**src/rtl/bz_deserializer.sv**
```systemverilog
`default_nettype none
// ============================================================================
//  Module      : bz_deserializer
//  Description : Return-path BZ-to-PC stage. Pops 11-bit BZ words (10-bit
//                payload + tail flag) from a show-ahead FIFO, reassembles
//                each wormhole packet into one PC word and presents it on a
//                valid/ack channel toward the PC-side router.
//  Revision    : 1.0 - initial release
// ============================================================================
module bz_deserializer #(
   parameter int NCODE = 8,    // route/code bits carried in the header word
   parameter int NDATA = 24,   // assembled data field width
   parameter int NBZ   = 10    // payload bits per BZ word
) (
   input  logic                         clk,
   input  logic                         reset,     // asynchronous, active low
   input  logic [NBZ:0]                 data_in,   // FIFO head word
   input  logic                         is_empty,
   output logic                         rdreq,
   output logic                         out_v,
   output logic [NCODE+NDATA+NBZ-1:0]   out_d,
   input  logic                         out_a
);

   // Number of body words that can carry data; later body words only set trunc.
   localparam int MAXWORDS = (NDATA + NBZ - 1) / NBZ;
   localparam int CW       = $clog2(MAXWORDS + 1);
   localparam int NPC      = NCODE + NDATA + NBZ;

   typedef enum logic [1:0] {
      S_HEAD = 2'd0,
      S_BODY = 2'd1,
      S_EMIT = 2'd2
   } state_t;

   state_t           r_state;
   state_t           w_state_nxt;
   logic [NCODE-1:0] r_code;
   logic [NCODE-1:0] w_code_nxt;
   logic [NDATA-1:0] r_data;
   logic [NDATA-1:0] w_data_nxt;
   logic [NDATA-1:0] w_data_slot;
   logic [CW-1:0]    r_count;
   logic [CW-1:0]    w_count_nxt;
   logic             r_trunc;
   logic             w_trunc_nxt;
   logic             r_out_v;
   logic             w_out_v_nxt;
   logic [NPC-1:0]   r_out_d;
   logic [NPC-1:0]   w_out_d_nxt;

   logic             w_tail;
   logic [NBZ-1:0]   w_payload;
   logic             w_pop;
   logic             w_xfer;

   assign w_tail    = data_in[NBZ];
   assign w_payload = data_in[NBZ-1:0];

   // The FIFO is never read while a finished packet waits for its ack, and
   // never while reset is held, even though the state register is already HEAD.
   assign rdreq  = reset & ~is_empty & (r_state != S_EMIT);
   assign w_pop  = rdreq;
   assign w_xfer = r_out_v & out_a;

   assign out_v = r_out_v;
   assign out_d = r_out_d;

   // Data field with the current payload merged into the slot selected by
   // count; the top slot keeps only the payload bits that fit in NDATA.
   for (genvar i = 0; i < NDATA; i++) begin : g_data_bit
      localparam logic [CW-1:0] c_slot = CW'(i / NBZ);
      assign w_data_slot[i] = (r_count == c_slot) ? w_payload[i % NBZ] : r_data[i];
   end

   // State register.
   always_ff @(posedge clk or negedge reset) begin
      if (!reset) begin
         r_state <= S_HEAD;
      end else begin
         r_state <= w_state_nxt;
      end
   end

   // Next-state, packet assembly and output-word formation.
   always_comb begin
      w_state_nxt = r_state;
      w_code_nxt  = r_code;
      w_data_nxt  = r_data;
      w_count_nxt = r_count;
      w_trunc_nxt = r_trunc;
      w_out_v_nxt = r_out_v;
      w_out_d_nxt = r_out_d;

      case (r_state)
         S_HEAD: begin
            if (w_pop) begin
               w_code_nxt  = w_payload[NCODE-1:0];
               w_data_nxt  = '0;
               w_count_nxt = '0;
               w_trunc_nxt = 1'b0;
               w_state_nxt = w_tail ? S_EMIT : S_BODY;
            end
         end
         S_BODY: begin
            if (w_pop) begin
               if (r_count < CW'(MAXWORDS)) begin
                  w_data_nxt  = w_data_slot;
                  w_count_nxt = r_count + 1'b1;
               end else begin
                  // Packet longer than the data field: drop payload, flag it.
                  w_trunc_nxt = 1'b1;
               end
               if (w_tail) begin
                  w_state_nxt = S_EMIT;
               end
            end
         end
         S_EMIT: begin
            if (w_xfer) begin
               w_out_v_nxt = 1'b0;
               w_data_nxt  = '0;
               w_count_nxt = '0;
               w_trunc_nxt = 1'b0;
               w_state_nxt = S_HEAD;
            end
         end
         default: begin
            w_state_nxt = S_HEAD;
         end
      endcase

      // Capture the output word on the edge that pops the tail, so out_d is
      // registered and frozen for the whole time out_v is high.
      if ((r_state != S_EMIT) && (w_state_nxt == S_EMIT)) begin
         w_out_v_nxt = 1'b1;
         w_out_d_nxt = {w_code_nxt, w_data_nxt, w_trunc_nxt, (NBZ-1)'(w_count_nxt)};
      end
   end

   // Datapath and output registers.
   always_ff @(posedge clk or negedge reset) begin
      if (!reset) begin
         r_code  <= '0;
         r_data  <= '0;
         r_count <= '0;
         r_trunc <= 1'b0;
         r_out_v <= 1'b0;
         r_out_d <= '0;
      end else begin
         r_code  <= w_code_nxt;
         r_data  <= w_data_nxt;
         r_count <= w_count_nxt;
         r_trunc <= w_trunc_nxt;
         r_out_v <= w_out_v_nxt;
         r_out_d <= w_out_d_nxt;
      end
   end

endmodule
`default_nettype wire

```
**config.mk**
```make
export PLATFORM = sky130hd
export DESIGN_NAME = bz_deserializer
export DESIGN_NICKNAME = d
export VERILOG_FILES = /design/src/rtl/bz_deserializer.sv
export SDC_FILE = /design/constraint.sdc
export NUM_CORES = 1
export LEC_CHECK = 0
export ABC_CLOCK_PERIOD_IN_PS = 5660
export CAP_MARGIN = 20
export CORE_MARGIN = 5
export CORE_UTILIZATION = 25
export CTS_CLUSTER_DIAMETER = 80
export DETAILED_ROUTE_END_ITERATION = 8
export GPL_TIMING_DRIVEN = 0
export PLACE_DENSITY_LB_ADDON = 0.2
export REMOVE_ABC_BUFFERS = 1
export SLEW_MARGIN = 20
export SYNTH_ARGS = -nofsm -noshare
export SYNTH_HDL_FRONTEND = slang
export SYNTH_SLANG_ARGS = --single-unit
```
**constraint.sdc**
```tcl
create_clock -name clk -period 5.66 [get_ports clk]
set_input_delay 1.132 -clock clk [delete_from_list [all_inputs] [get_ports clk]]
set_output_delay 1.132 -clock clk [all_outputs]
set_load 0.005 [all_outputs]
```
==> flow_summary.json <==
{
  "dieArea_mm2": 0.0149,
  "synth_top_cells_by_area": "dfrtp_1 58%, o2111ai_1 6.7%, a31oi_1 5.0%",
  "cts_root_buf": "clkbuf_16",
  "synth_cells": 290,
  "post_cts_resized": 0,
  "cp_cell_sequence": "clkdlybuf4s50_1 > nor2b_1 > nor2b_1 > clkdlybuf4s50_1",
  "num-nets-final": 348,
  "drtIter0Drc": 83,
  "drv_cap": 0,
  "avgSynthCellArea_um2": 10.8,
  "max_freq_ghz": 0.266,
  "finalPower_uw": 1940,
  "powerDensity_mw_per_mm2": 466,
  "crit_path_max_fanout": 6,
  "multi_input_area_mm2": 0.00120,
  "fill_cells": 1240,
  "max_stage_delay_ns": 0.55,
  "diodes": 0,
  "cts_max_level": 3,
  "worst_ep_required_time_ns": 4.53,
  "grt_pass1_vias": 2565,
  "rsz0062_at_grt": "false",
  "period_share": 0.665,
  "setup-violations-final": 0,
  "grt_max_degree": 44,
  "cts_tree": "done",
  "hold_viol": 0,
  "cp.arrival_ns": 2.63,
  "floorplan.initialDensity": 0.257,
  "drcViolationCount": 0,
  "worst_slack_ns": 1.90,
  "grt_use_total": 0.117,
  "syn-cell-area_mm2": 0.00313,
  "met1_usage": 0.155,
  "synth_edf_count": 0,
  "finalWirelength_um": 8370,
  "die_h_um": 122,
  "drt-pass1-iter-count": 4,
  "fin_skew_ns": 0.00517,
  "crit_type": "input port to output port",
  "synth.most_common_cell": "dfrtp_1",
  "via_per_inst": 4.78,
  "seq_area_mm2": 0.00183,
  "drive_gt1_frac": 0.136,
  "io_pins": 59,
  "vias": 2412,
  "post-place-ws_ns": 1.88,
  "cts-buffers-inserted": 9,
  "worstMarginPinSlew_ns": 0.888,
  "gr-max-usage-layer": "met2",
  "finalWeightedCongestion": 0.700,
  "period_minus_slack_ns": 3.76,
  "synth_common_cells": "73 x dfrtp_1, 32 x nand2_1, 29 x nor2_1",
  "clk_latency_ns": 0.33,
  "grt_pass1_wl_um": 13700,
  "wl_per_cell_um": 16.6,
  "critPathLaunchType": "input port",
  "hold_path.class": "register to register",
  "rows": 40,
  "yosysSeqAreaShare": 0.584,
  "synthToLayoutAreaGrowth_pct": 33.2,
  "yosysWarningCount": 0,
  "grt-ovfl-total": 0,
  "yosysUniqueCellTypes": 29,
  "worstSetupEndpointType": "output port",
  "dp_hpwl_um": 5330,
  "coreArea_mm2": 0.0122,
  "leakagePower_uw": 0.00179,
  "clock-sinks": 73,
  "yosysTopAreaCell": "dfrtp_1",
  "cts_setup_buffers": 0,
  "reg2reg_slack_ns": 3.24,
  "outcome": "completed",
  "clk_pin_slew_ns": 0.06,
  "slew_headroom": 0.408,
  "slew_violations": 0,
  "portBuffers": 51,
  "synth_top_area_share": 0.584,
  "grt_util_met2": 0.189,
  "cts_buffer_depth": 2,
  "async_flop_share": 1.00,
  "synth_seq_cells": 73,
  "cpMaxStageDelayCell": "clkdlybuf4s50_1",
  "worst_ir_drop_vdd_uv": 181,
  "antenna_left": 0,
  "use_met3": 0.0306,
  "die_w_um": 122,
  "antenna_found_initial": 0,
  "hold_buffers": 0,
  "synth_ff_type": "dfrtp_1",
  "finalSetupTns_ns": 0
}
[where the power goes]
group	internal (uW)	switching [uW]	leakage, uW
clock network	426	210	0.000161
logic	286	269	0.000711
registers	672	79.9	0.000918
[sequential cells by signal, summed over array words and instances, names as in the netlist]
register and cells:
out_d 35, out_v 1, r_trunc 1, r_state 2, r_count 2, r_data 24, r_code 8
[layout by cell type (no fill, tap or decap), types with 2 or more instances in the layout]
cell             instances
buf_4                    4
mux2_4                   6
mux2_2                  10
clkdlybuf4s50_1         50
o2111ai_1               24
nand3_1                 13
conb_1                   7
o21ai_0                 11
nor4bb_4                 2
clkbuf_16                9
clkinv_2                 2
o31ai_1                  3
nand2_1                 32
a21oi_1                 12
nand2b_1                 2
bufinv_16                3
a211oi_1                 2
nor2b_1                  4
a31oi_1                 25
nor2_1                  28
dfrtp_1                 73
buf_6                    2
[routing by layer]
metal  share of wire  vias to the layer above
met4          0.0053                        0
met1            0.46                     1204
met5               0                        -
met2            0.48                       75
met3           0.049                        4
li1                -                     1129
[critical path, delay by kind of cell]
family        cells  cell delay [ns]
buf+inv           2             1.06
simple gates      2             0.44
[kinds of logic (layout without fill, tap and decap cells)]
group,Yosys count,after routing,synth area share
compound gates,78,78,0.168
flops,73,73,0.584
other cells,1,7,0.00120
buf+inv,33,74,0.0512
simple gates,89,89,0.131
mux,16,16,0.0647
[worst paths after layout]
check	to	depth (start not counted)	startpoint
min in group asynchronous	out_d[35]	1	reset
max in group asynchronous	out_d[27]	2	reset
worst min-delay path	out_d[0]	2	out_d[0]
worst max register to register	out_d[34]	3	r_state[1]
worst min register to register	out_d[0]	2	out_d[0]
worst max-delay path	rdreq	4	is_empty
[stage by stage]
stage / utilization / std cells / area [um2] / hold slack, ns
CTS: 0.343 / 505 / 4170 / 0.486
floorplan: - / 264 / 3000 / 0.450
global route: 0.343 / 505 / 4170 / 0.498
finish: 0.343 / 505 / 4170 / 0.483
global placement: 0.306 / 483 / 3720 / 0.465
detailed placement: 0.316 / 490 / 3840 / 0.474
[layout make-up]
class,instances,share of cell area
Sequential cell,73,0.438
Tap cell,168,0.0504
Clock inverter,6,0.0258
Inverter,1,0.000900
Multi-Input combinational cell,190,0.288
Timing Repair Buffer,58,0.143
Clock buffer,9,0.0540
Power figures use the tool's default switching activity.
